## src/rtl/stream_mux_pkg.sv

```systemverilog
// Shared types and constants for the two-input stream multiplexer.
package stream_mux_pkg;

    localparam int DATA_W_DEFAULT = 8;

    typedef enum logic {
        SRC0 = 1'b0,
        SRC1 = 1'b1
    } src_e;

    typedef enum logic [1:0] {
        UNLOCKED = 2'd0,
        LOCK0    = 2'd1,
        LOCK1    = 2'd2
    } lock_state_e;

    function automatic src_e other_src(input src_e s);
        return (s == SRC0) ? SRC1 : SRC0;
    endfunction

endpackage

```

## src/rtl/stream_mux_2to1_reg_slice.sv

```systemverilog
// Single-entry output register for a valid/ready stream; slot_free says a new beat may load this cycle.
module stream_reg_slice #(
    parameter int PAYLOAD_W = 9
) (
    input  logic                 clk,
    input  logic                 rst_n,
    input  logic                 load,
    input  logic [PAYLOAD_W-1:0] load_payload,
    input  logic                 out_ready,
    output logic                 slot_free,
    output logic                 out_valid,
    output logic [PAYLOAD_W-1:0] out_payload
);

    // The held beat leaves when out_ready is high, so a load in the same cycle replaces it without a bubble.
    assign slot_free = ~out_valid | out_ready;

    // Beat register: load wins over drain; callers only load while slot_free is high.
    always_ff @(posedge clk or negedge rst_n) begin
        if (!rst_n) begin
            out_valid   <= 1'b0;
            out_payload <= {PAYLOAD_W{1'b0}};
        end else if (load) begin
            out_valid   <= 1'b1;
            out_payload <= load_payload;
        end else if (out_ready) begin
            out_valid   <= 1'b0;
        end
    end

endmodule

```

## src/rtl/stream_mux_2to1.sv

```systemverilog
// Round-robin 2:1 stream merge with a registered output tagged by source index.
// Optional packet locking (in*_last / out_last ports) is built when STREAM_MUX_LOCK_EN is defined.
module stream_mux_2to1
    import stream_mux_pkg::*;
#(
    parameter int DATA_W = DATA_W_DEFAULT
) (
    input  logic              clk,
    input  logic              rst_n,
    input  logic              in0_valid,
    output logic              in0_ready,
    input  logic [DATA_W-1:0] in0_data,
    input  logic              in1_valid,
    output logic              in1_ready,
    input  logic [DATA_W-1:0] in1_data,
    output logic              out_valid,
    input  logic              out_ready,
    output logic [DATA_W-1:0] out_data,
    output logic              out_sel
`ifdef STREAM_MUX_LOCK_EN
    ,
    input  logic              in0_last,
    input  logic              in1_last,
    output logic              out_last
`endif
);

`ifdef STREAM_MUX_LOCK_EN
    localparam int PAYLOAD_W = DATA_W + 2;
    lock_state_e lock_r;
    logic        acc_last_s;
`else
    localparam int PAYLOAD_W = DATA_W + 1;
`endif

    logic                 slot_free_s;
    logic                 grant0_s;
    logic                 grant1_s;
    logic                 accept_s;
    src_e                 prio_r;
    src_e                 served_s;
    logic [DATA_W-1:0]    acc_data_s;
    logic [PAYLOAD_W-1:0] load_payload_s;
    logic [PAYLOAD_W-1:0] out_payload_s;

    // Arbitration: a held lock pins the grant, otherwise a lone requester wins and ties go to prio.
    always_comb begin
        grant0_s = 1'b0;
        grant1_s = 1'b0;
        if (!rst_n) begin
            grant0_s = 1'b0;
            grant1_s = 1'b0;
        end
`ifdef STREAM_MUX_LOCK_EN
        else if (lock_r == LOCK0) begin
            grant0_s = in0_valid;
        end else if (lock_r == LOCK1) begin
            grant1_s = in1_valid;
        end
`endif
        else if (in0_valid && in1_valid) begin
            grant0_s = (prio_r == SRC0);
            grant1_s = (prio_r == SRC1);
        end else begin
            grant0_s = in0_valid;
            grant1_s = in1_valid;
        end
    end

    assign in0_ready  = grant0_s & slot_free_s;
    assign in1_ready  = grant1_s & slot_free_s;
    assign accept_s   = in0_ready | in1_ready;
    assign served_s   = in1_ready ? SRC1 : SRC0;
    assign acc_data_s = in1_ready ? in1_data : in0_data;

`ifdef STREAM_MUX_LOCK_EN
    assign acc_last_s     = in1_ready ? in1_last : in0_last;
    assign load_payload_s = {acc_last_s, served_s, acc_data_s};
    assign out_last       = out_payload_s[DATA_W+1];
`else
    assign load_payload_s = {served_s, acc_data_s};
`endif

    stream_reg_slice #(
        .PAYLOAD_W (PAYLOAD_W)
    ) u_slice (
        .clk          (clk),
        .rst_n        (rst_n),
        .load         (accept_s),
        .load_payload (load_payload_s),
        .out_ready    (out_ready),
        .slot_free    (slot_free_s),
        .out_valid    (out_valid),
        .out_payload  (out_payload_s)
    );

    assign out_data = out_payload_s[DATA_W-1:0];
    assign out_sel  = out_payload_s[DATA_W];

    // Priority pointer (and packet lock) advance only on accepted beats.
    always_ff @(posedge clk or negedge rst_n) begin
        if (!rst_n) begin
            prio_r <= SRC0;
`ifdef STREAM_MUX_LOCK_EN
            lock_r <= UNLOCKED;
`endif
        end else if (accept_s) begin
`ifdef STREAM_MUX_LOCK_EN
            if (acc_last_s) begin
                prio_r <= other_src(served_s);
                lock_r <= UNLOCKED;
            end else begin
                lock_r <= (served_s == SRC1) ? LOCK1 : LOCK0;
            end
`else
            prio_r <= other_src(served_s);
`endif
        end
    end

endmodule

```

## config.mk

```make
export PLATFORM = sky130hd
export DESIGN_NAME = stream_mux_2to1
export DESIGN_NICKNAME = d
export VERILOG_FILES = /design/src/rtl/stream_mux_pkg.sv /design/src/rtl/stream_mux_2to1_reg_slice.sv /design/src/rtl/stream_mux_2to1.sv
export SDC_FILE = /design/constraint.sdc
export NUM_CORES = 1
export LEC_CHECK = 0
export BUFFER_PORTS_ARGS = -buffer_cell sky130_fd_sc_hd__buf_2
export CAP_MARGIN = 15
export CELL_PAD_IN_SITES_DETAIL_PLACEMENT = 0
export CELL_PAD_IN_SITES_GLOBAL_PLACEMENT = 1
export CORE_MARGIN = 2
export CORE_UTILIZATION = 34
export DETAILED_ROUTE_END_ITERATION = 16
export MAX_ROUTING_LAYER = met4
export PLACE_DENSITY = 0.93
export SETUP_SLACK_MARGIN = 0.4
export SYNTH_ARGS = -nofsm -noshare
export SYNTH_HDL_FRONTEND = slang
export SYNTH_SLANG_ARGS = --single-unit
export TNS_END_PERCENT = 100
```

## constraint.sdc

```tcl
create_clock -name clk -period 4.6 [get_ports clk]
set_clock_uncertainty 0.2 [all_clocks]
set_input_delay 0.23 -clock clk [delete_from_list [all_inputs] [get_ports clk]]
set_output_delay 0.23 -clock clk [all_outputs]
set_load 0.05 [all_outputs]
```

==> summary.txt, run 1 <==
Outcome
  • Status: finished clean

Synth
  • EDFF count, synth: 0
  • Avg Inst Size Synth: 9.292 sq um
  • #FFs+latches synth: 11
  • Ranking of synthesized cells by area: dfrtp_1 (39%), a31oi_1 (14%), o41ai_1 (10%)
  • Cell taking the most area after synthesis: dfrtp_1
  • Count leader, synth: a31oi_1
  • Yosys cell types: 23
  • Mapped cell area: 696.9 sq um
  • Synth warnings: 0
  • Top-area cell type share of the netlist area: 39.50%
  • Post-Syn Instances: 75
  • Synth async-reset ratio: 100.0%
  • Post-Syn Nets: 96
  • Ys flop type: dfrtp_1
  • Sequential area share after synthesis: 39.50%
  • Most common library cells after synthesis: a31oi_1 (16), dfrtp_1 (11), nand2_1 (9), o41ai_1 (8), or4_1 (8)

Layout
  • Diode count: 0
  • Layout cells sized above 1: 37.86%
  • Finished Core Util: 44.33%
  • Number of nets in the layout: 125
  • Layout area overhead: 23.52%

Critical path
  • Crit end category: output pin
  • CP Class: in2out
  • WP data required: 4.17 ns
  • WP data arrival: 2.07 ns
  • Setup crit start kind: input pin
  • Crit-path leading delay family: buffers and inverters
  • Cell repeated most along the worst path: buf_2
  • CP max FO: 22
  • Slowest stage cell, crit path: dlygate4sd3_1
  • CP Cell Sequence: dlygate4sd3_1, buf_2, inv_2, nor4_2, buf_2
  • CP bufs+invs: 4
  • CP max stage delay: 0.52 ns

Timing
  • Fmax: 400.1 MHz
  • Worst rel slew slack: 30.10%
  • Worst Tran Pin Value: 1.046 ns
  • Setup ws final: 2.101 ns
  • Tmin final: 2.499 ns
  • RSZ-0062 raised after global routing: false
  • Final setup TNS: 0 ns
  • Fin. max-slew vios: 0
  • Finish-stage setup viols: 0
  • Period utilization: 54.33%
  • Endpoints failing hold: 0

Power and ir drop
  • Comb power frac: 43.2%
  • Switching power: 0.0001555 W
  • Pwr/cell area: 399.5 nW/um^2
  • Int Pwr: 0.0001884 W
  • Clock power frac: 19.6%
  • Leakage Power: 0.3829 nW
  • Seq pwr share: 37.2%
  • Sw frac: 45.22%
  • Peak VDD IR: 0.1624 mV

Drt
  • Final wirelength: 1766 um
  • Via Count: 724
  • Drt first-iter violations: 34
  • Final ANT Viol Nets: 0
  • 1st-pass router iterations: 4
  • Routed wire per std cell: 13.58 um
  • # DRC: 0
  • Vias/cell: 5.569

Placed design
  • Place WS: 2.638 ns
  • Gp weighted congestion: 0.8233
  • I/O Buffers: 32
  • Hpwl dp: 1231 um

Floorplanning
  • Row cnt: 16
  • Boundary Pins: 33
  • Die span in x: 49.28 um
  • Core area: 1942 sq um
  • Die Y: 49.28 um
  • Initial Util: 35.89%
  • Full die area: 2428 sq um

Global routing
  • GRT overflow: 0
  • Largest net degree at the start of global routing: 23
  • Overall Global Routing Usage: 16.09%
  • Initial antenna violation count: 0
  • First-pass GRT wire length: 3008 um
  • Number of global-route vias before repair: 663

Clock network
  • CTS Buf Count: 3
  • Clock Tree Buf Depth: 2
  • CTS tree: yes
  • Latest clock arrival within the worst-skew pair: 0.26 ns
  • H-tree Lvls: 1
  • Clock slew at reported path FFs: 0.07 ns
  • Clock root buffer: clkbuf_4
  • CTS resizes: 0
  • Number of clock sinks: 11

Hold path
  • Hold Crit Class: in2reg

Run
  • Maxcap violations: 0
==> per-layer routing <==
metal  wire, um  global-route usage (%)  up-vias
met1        752                   21.24      342
li1           -                       -      352
met4         26                   8.571        0
met3         88                  0.9202        4
met2        899                   24.77       26
met5          0                       -        -
==> cell usage in the layout (no fill, tap or decap), drive strengths merged <==
master	instances
or2	2
a21o	1
clkbuf	4
a21oi	1
or4	8
buf	32
nor2b	2
a31oi	16
nand2b	1
dlygate4sd3	1
inv	3
and3	1
nand2	9
clkinv	1
dfrtp	11
nand4	1
nor4	1
o41ai	8
==> state kept, by name (all words and copies together), names as in the netlist <==
signal,count
prio_r,1
u_slice.out_payload,9
u_slice.out_valid,1
==> layout make-up <==
class | count | area [sq um]
well taps | 27 | 33.78
clock buffers | 4 | 26.28
repair buffers | 33 | 170.2
multi-input cells | 51 | 340.3
fillers | 217 | 1081
inverters | 4 | 15.01
flip-flops and latches | 11 | 275.3
==> power groups by stage <==
stage	Combinational [W]	Clock (W)	Sequential, W
after floorplan	0.0000569	0	0.000189
after global placement	0.000146	0	0.000129
after detailed placement	0.000148	0	0.000130
after CTS	0.000149	0.0000667	0.000128
after global routing	0.000159	0.0000705	0.000131
final	0.000149	0.0000674	0.000128
==> cell families after synthesis <==
kind of cell / after synthesis / share of synthesized area [%]
AOI/OAI and AO/OA: 26 / 26.21
DFF: 11 / 39.50
buffers and inverters: 13 / 11.67
and+or+nand+nor: 25 / 22.62
==> worst paths after layout <==
path,start,endpoint,slack (ns),depth (start not counted)
setup / recovery,rst_n,in1_ready,2.10,5
max in group asynchronous,rst_n,u_slice.out_payload[4],3.68,2
setup reg to reg,u_slice.out_valid,u_slice.out_payload[0],2.73,3
min in group asynchronous,rst_n,u_slice.out_payload[0],0.23,2
hold reg to reg,u_slice.out_payload[8],u_slice.out_payload[8],0.29,1
hold / removal,in0_data[1],u_slice.out_payload[1],0.02,3
==> worst register-to-register path: stages (launching register included) <==
cell	delay (ns)
dfrtp_1	0.36
nor2b_1	0.83
or4_1	0.25
a31oi_1	0.09
==> repair_timing <==
item	CTS	global route
hold buffers	1	0
setup buffers	0	0
endpoints found under the hold margin	11	0
==> per-stage QoR <==
| step | power [W] | hold WS (ns) | cells | instance area, sq um |
|---|---|---|---|---|
| after floorplan | 0.0002457 | -0.2656 | 75 | 696.9 |
| after global placement | 0.0002750 | -0.03565 | 125 | 824.5 |
| after detailed placement | 0.0002779 | -0.02315 | 125 | 824.5 |
| after CTS | 0.0003437 | 0.01838 | 130 | 860.8 |
| after global routing | 0.0003602 | 0.03409 | 130 | 860.8 |
| final | 0.0003439 | 0.02080 | 130 | 860.8 |
Power figures use the tool's default switching activity.
==> run 2: changes to the inputs <==
--- a/config.mk
+++ b/config.mk
@@ -10,10 +10,10 @@
 export CELL_PAD_IN_SITES_DETAIL_PLACEMENT = 0
 export CELL_PAD_IN_SITES_GLOBAL_PLACEMENT = 1
 export CORE_MARGIN = 2
-export CORE_UTILIZATION = 34
+export CORE_UTILIZATION = 29
 export DETAILED_ROUTE_END_ITERATION = 16
 export MAX_ROUTING_LAYER = met4
-export PLACE_DENSITY = 0.93
+export PLACE_DENSITY = 0.86
 export SETUP_SLACK_MARGIN = 0.4
 export SYNTH_ARGS = -nofsm -noshare
 export SYNTH_HDL_FRONTEND = slang
==> constraint.sdc (replaced) <==
create_clock -name clk -period 2.17 [get_ports clk]
set_clock_uncertainty 0.2 [all_clocks]
set_input_delay 0.1085 -clock clk [delete_from_list [all_inputs] [get_ports clk]]
set_output_delay 0.1085 -clock clk [all_outputs]
set_load 0.05 [all_outputs]
==> run 2 against run 1 <==
Non-clock buffer count grew 18. Final area grew 23%. Global-route usage shrank 0.45 points. Via count grew 12%. Routed wire length grew 9.9%. Power grew 120%. Combinational power grew 130%. Cell count grew 15%. Clock power grew 120%. Utilization grew 3.2 points. Sequential cell count is the same. Largest power group unchanged.
==> summary.txt, run 2 (synthesis gave the netlist of run 1 again) <==
Floorplanning
  • Initial Util: 31.20%
  • Full die area: 2811 sq um
  • Core area: 2233 sq um
  • Row cnt: 17
  • Die Y: 53.02 um
  • Boundary Pins: 33
  • Die span in x: 53.02 um

Timing
  • Fin. max-slew vios: 0
  • Fmax: 587.2 MHz
  • Finish-stage setup viols: 0
  • Endpoints failing hold: 0
  • Setup ws final: 0.4671 ns
  • Worst Tran Pin Value: 0.5160 ns
  • RSZ-0062 raised after global routing: true
  • Period utilization: 78.47%
  • Worst rel slew slack: 65.49%
  • Final setup TNS: 0 ns
  • Tmin final: 1.703 ns

Critical path
  • Crit-path leading delay family: flip-flops
  • WP data arrival: 1.39 ns
  • CP bufs+invs: 1
  • CP Cell Sequence: nor2b_4, nor4_4, clkbuf_4
  • Slowest stage cell, crit path: dfrtp_1
  • CP max FO: 17
  • Setup crit start kind: flop
  • CP max stage delay: 0.42 ns
  • WP data required: 1.86 ns
  • CP Class: reg2out
  • Crit end category: output pin

Clock network
  • CTS Buf Count: 3
  • CTS tree: yes
  • Number of clock sinks: 11
  • Clock slew at reported path FFs: 0.08 ns
  • Clock Tree Buf Depth: 2
  • Clock root buffer: clkbuf_4
  • H-tree Lvls: 1
  • Post-CTS setup repair buffer count: 0
  • Latest clock arrival within the worst-skew pair: 0.28 ns

Layout
  • Top flop regs: u_slice.out_payload: 9 flops, prio_r: 1 flops, u_slice.out_valid: 1 flops
  • Max reg flops: 9
  • Layout cells sized above 1: 35.54%
  • Layout area overhead: 52.42%
  • Commonest non-fill, non-tap cell in the layout: buf_2
  • Non-Filler Instances: 149
  • Number of nets in the layout: 143
  • Filler cells: 224
  • Diode count: 0
  • Finished Core Util: 47.56%
  • Largest Register: u_slice.out_payload
  • Most frequent cells in the layout: buf_2 (31), dlygate4sd3_1 (18), a31oi_1 (16)

Run
  • Maxcap violations: 0

Drt
  • # DRC: 0
  • 1st-pass router iterations: 4
  • Final wirelength: 1940 um
  • Via Count: 808
  • Vias/cell: 5.423
  • Final ANT Viol Nets: 0
  • Routed wire per std cell: 13.02 um
  • Drt first-iter violations: 28

Global routing
  • Largest net degree at the start of global routing: 19
  • First-pass GRT wire length: 3070 um
  • Overall Global Routing Usage: 15.64%
  • GRT overflow: 0
  • Initial antenna violation count: 0
  • Number of global-route vias before repair: 677

Outcome
  • Status: finished clean

Power and ir drop
  • Pwr/cell area: 721.3 nW/um^2
  • Peak VDD IR: 0.3682 mV
  • Leakage Power: 0.4634 nW
  • Total power: 0.0007662 W

Placed design
  • Gp weighted congestion: 0.7614
  • Place WS: 0.2876 ns
  • Hpwl dp: 1307 um
  • Placed cells: 127
  • I/O Buffers: 32

Hold path
  • Hold Crit Class: in2reg
[run 2: changes by cell type in the layout (fill, tap and decap cells not counted), sizes merged]
cell and delta:
clkbuf +1, dlygate4sd3 +17
[run 2: cell type report]
class	instances	area, sq um	share of cell area, %
clock buffers	4	26.28	2.473
inverters	4	15.01	1.413
multi-input cells	51	359.1	33.80
flip-flops and latches	11	276.5	26.03
well taps	28	35.03	3.298
repair buffers	51	350.3	32.98
[run 2: repair_timing]
item / 4_1_cts / 5_1_grt
hold buffers: 18 / 0
resized for setup: 2 / 2
hold endpoints to repair: 20 / 0
endpoints found under the setup margin: 11 / 1
[run 2: path summary, 6_finish.rpt]
| check | start | to | slack, ns | depth (start not counted) |
|---|---|---|---|---|
| worst min-delay path | in1_valid | u_slice.out_payload[1] | 0.06 | 4 |
| min in group asynchronous | rst_n | prio_r | 0.33 | 3 |
| worst max-delay path | prio_r | in1_ready | 0.47 | 3 |
| worst min register to register | u_slice.out_payload[8] | u_slice.out_payload[8] | 0.29 | 1 |
| max in group asynchronous | rst_n | u_slice.out_valid | 1.05 | 3 |
| worst max register to register | u_slice.out_valid | u_slice.out_payload[7] | 0.59 | 3 |
[run 2: per-layer routing]
layer / GRT usage, % / vias to the layer above / wire length [um]
li1: - / 384 / -
met1: 20.52 / 374 / 839
met2: 23.33 / 45 / 897
met3: 0.8475 / 5 / 151
met4: 10.26 / 0 / 52
met5: - / - / 0
[run 2: metrics by stage]
step,cell area [sq um],hold WS [ns]
final,1062,0.05689
after global routing,1062,0.08479
after CTS,1055,0.04931
after detailed placement,843.3,-0.1026
after global placement,843.3,-0.1110
after floorplan,713.2,-0.3871
[run 2: worst reg2reg max path, cell delays in order (launching register included)]
cell,delay (ns)
dfrtp_2,0.42
nor2b_4,0.19
or4_1,0.51
a31oi_1,0.18
[run 2: power by group]
part | switching, W | internal, W | total, W | leakage [nW]
Clock | 0.0000753 | 0.0000713 | 0.000147 | 0.0150
Combinational | 0.000239 | 0.000109 | 0.000348 | 0.326
Sequential | 0.0000261 | 0.000246 | 0.000272 | 0.123
Total | 0.000340 | 0.000426 | 0.000766 | 0.463
==> run 3: changes to the inputs <==
--- a/config.mk
+++ b/config.mk
@@ -5,12 +5,13 @@
 export SDC_FILE = /design/constraint.sdc
 export NUM_CORES = 1
 export LEC_CHECK = 0
+export ABC_AREA = 1
 export BUFFER_PORTS_ARGS = -buffer_cell sky130_fd_sc_hd__buf_2
 export CAP_MARGIN = 15
 export CELL_PAD_IN_SITES_DETAIL_PLACEMENT = 0
 export CELL_PAD_IN_SITES_GLOBAL_PLACEMENT = 1
 export CORE_MARGIN = 2
-export CORE_UTILIZATION = 29
+export CORE_UTILIZATION = 28
 export DETAILED_ROUTE_END_ITERATION = 16
 export MAX_ROUTING_LAYER = met4
 export PLACE_DENSITY = 0.86
==> constraint.sdc (replaced) <==
create_clock -name clk -period 1.5 [get_ports clk]
set_clock_uncertainty 0.2 [all_clocks]
set_input_delay 0.075 -clock clk [delete_from_list [all_inputs] [get_ports clk]]
set_output_delay 0.075 -clock clk [all_outputs]
set_load 0.05 [all_outputs]
==> run 3 against run 2 <==
Largest power group unchanged. Cell count up 22%. Via count up 0.37%. Sequential cell count unchanged. Global-route usage up 2.1 points. Die area down 0.81%. Highest routed layer unchanged. Setup slack worse by 0.40 ns. Sequential share of layout area down 5.9 points.
==> summary.txt, run 3 <==
Layout
  • Number of nets in the layout: 176
  • Diode count: 0
  • Layout area overhead: 106.0%
  • Max reg flops: 9
  • Layout cells sized above 1: 57.14%
  • Top flop regs: u_slice.out_payload: 9 flops, prio_r: 1 flops, u_slice.out_valid: 1 flops
  • Most frequent cells in the layout: nand2_1 (26), buf_2 (20), buf_4 (20)
  • Commonest non-fill, non-tap cell in the layout: nand2_1
  • Finished Core Util: 61.51%
  • Largest Register: u_slice.out_payload

Synth
  • Yosys cell types: 15
  • Most common library cells after synthesis: nand2_1 (27), dfrtp_1 (11), nand2_2 (10), nand3_1 (9), nand4_1 (8)
  • Count leader, synth: nand2_1
  • Post-Syn Instances: 79
  • Top-area cell type share of the netlist area: 41.28%
  • Synth warnings: 0
  • Mapped cell area: 666.9 sq um
  • Ys flop type: dfrtp_1
  • Synth async-reset ratio: 100.0%
  • Post-Syn Nets: 100
  • Ranking of synthesized cells by area: dfrtp_1 (41%), nand2_1 (15%), nand2_2 (9.4%)
  • Cell taking the most area after synthesis: dfrtp_1
  • Avg Inst Size Synth: 8.442 sq um
  • #FFs+latches synth: 11
  • EDFF count, synth: 0
  • Sequential area share after synthesis: 41.28%

Hold path
  • Hold Crit Depth: 5
  • Hold Crit Class: in2reg

Global routing
  • Top Usage Layer GRT: met2
  • Met1 Use GR: 20.74%
  • Met3 GRT Util: 2.286%
  • Largest net degree at the start of global routing: 10
  • GR Layer Usage met2: 29.58%
  • GRT overflow: 0
  • First-pass GRT wire length: 3498 um
  • Initial antenna violation count: 0
  • Overall Global Routing Usage: 17.70%
  • Number of global-route vias before repair: 800

Clock network
  • CTS tree: yes
  • Clock slew at reported path FFs: 0.07 ns
  • Clock Tree Buf Depth: 2
  • Number of clock sinks: 11
  • Latest clock arrival within the worst-skew pair: 0.26 ns
  • Clock root buffer: clkbuf_4
  • H-tree Lvls: 1
  • CTS Buf Count: 3

Power and ir drop
  • Peak VDD IR: 0.6776 mV
  • Pwr/cell area: 1269 nW/um^2
  • Leakage Power: 0.7173 nW

Timing
  • Endpoints failing hold: 0
  • Worst rel slew slack: 81.61%
  • Finish-stage setup viols: 0
  • RSZ-0062 raised after global routing: true
  • Fin. max-slew vios: 0
  • Setup ws final: 0.06883 ns
  • Worst Tran Pin Value: 0.2750 ns
  • Period utilization: 95.41%
  • Fmax: 698.7 MHz
  • Final Hold Slack: 0.05722 ns
  • Tmin final: 1.431 ns

Critical path
  • Setup crit start kind: flop
  • WP data arrival: 1.16 ns
  • Crit end category: output pin
  • Crit-path leading delay family: flip-flops
  • CP max FO: 3
  • Worst reg-to-reg path cell count: 6
  • CP max stage delay: 0.41 ns
  • WP depth: 5
  • CP Class: reg2out
  • WP data required: 1.22 ns
  • CP Cell Sequence: inv_2, nand2_4, nand3_4, clkinvlp_4, buf_8
  • Slowest stage cell, crit path: dfrtp_1
  • CP bufs+invs: 3

Placed design
  • Gp weighted congestion: 0.7274
  • I/O Buffers: 32
  • Place WS: 0.02851 ns
  • Hpwl dp: 1322 um

Drt
  • # DRC: 0
  • Final wirelength: 2213 um
  • Routed wire per std cell: 12.16 um
  • Drt first-iter violations: 5
  • Via Count: 811
  • Final ANT Viol Nets: 0
  • 1st-pass router iterations: 4
  • Vias/cell: 4.456

Outcome
  • Status: finished clean

Floorplanning
  • Boundary Pins: 33
  • Die Y: 52.81 um
  • Core area: 2233 sq um
  • Full die area: 2788 sq um
  • Row cnt: 17
  • Die span in x: 52.81 um
  • Initial Util: 29.86%

Run
  • Maxcap violations: 0
==> run 3: area by class of cell <==
cell class                      instances  area, sq um
Fill cell                             198        859.6
Clock buffer                            4        26.28
Multi-Input combinational cell         59        371.6
Inverter                                5        31.28
Sequential cell                        11        276.5
Timing Repair Buffer                   75        633.1
Tap cell                               28        35.03
==> run 3: cell families (layout without fill, tap and decap cells) <==
kind of cell / after synthesis / in the layout / synth area share [%]
simple gates: 58 / 58 / 48.03
flops: 11 / 11 / 41.28
buf+inv: 9 / 84 / 9.379
compound gates: 1 / 1 / 1.314
==> run 3: final timing paths <==
path                                          end  slack (ns)                    from
min in group asynchronous  u_slice.out_payload[2]        0.13                   rst_n
setup / recovery                        in1_ready        0.07                  prio_r
hold reg to reg            u_slice.out_payload[3]        0.36  u_slice.out_payload[3]
setup reg to reg           u_slice.out_payload[7]        0.12       u_slice.out_valid
max in group asynchronous       u_slice.out_valid        0.72                   rst_n
hold / removal                  u_slice.out_valid        0.06               out_ready
==> run 3: metrics by stage <==
stage	area (sq um)	TNS [ns]	instances	power (W)
floorplan	718.2	-0.09521	79	0.0009933
global placement	912.1	0	141	0.001158
detailed placement	912.1	0	141	0.001168
CTS	1319	0	176	0.001660
global route	1374	0	182	0.001830
finish	1374	0	182	0.001744
==> run 3: report_power, final <==
group | leakage, nW | internal [W] | switching [W]
logic | 0.569 | 0.000486 | 0.000594
registers | 0.134 | 0.000389 | 0.0000704
clock network | 0.0150 | 0.000103 | 0.000102
total | 0.717 | 0.000977 | 0.000767
==> run 3: tightest hold or removal path: cells and delay by family <==
family | cells | cell delay, ns
AND/OR/NAND/NOR | 2 | 0.17
buffers and inverters | 3 | 0.24
==> run 3: metal layers <==
metal / routed length, um / vias up
met5: 0 / -
met4: 58 / 0
met3: 106 / 6
met2: 1180 / 30
met1: 867 / 365
li1: - / 410
==> run 3: repair_timing <==
action | 4_1_cts | 5_1_grt
setup buffers | 13 | 6
endpoints found under the hold margin | 20 | 0
pin swaps | 2 | 1
setup endpoints to repair | 23 | 23
hold buffers | 18 | 0
resized for setup | 32 | 3
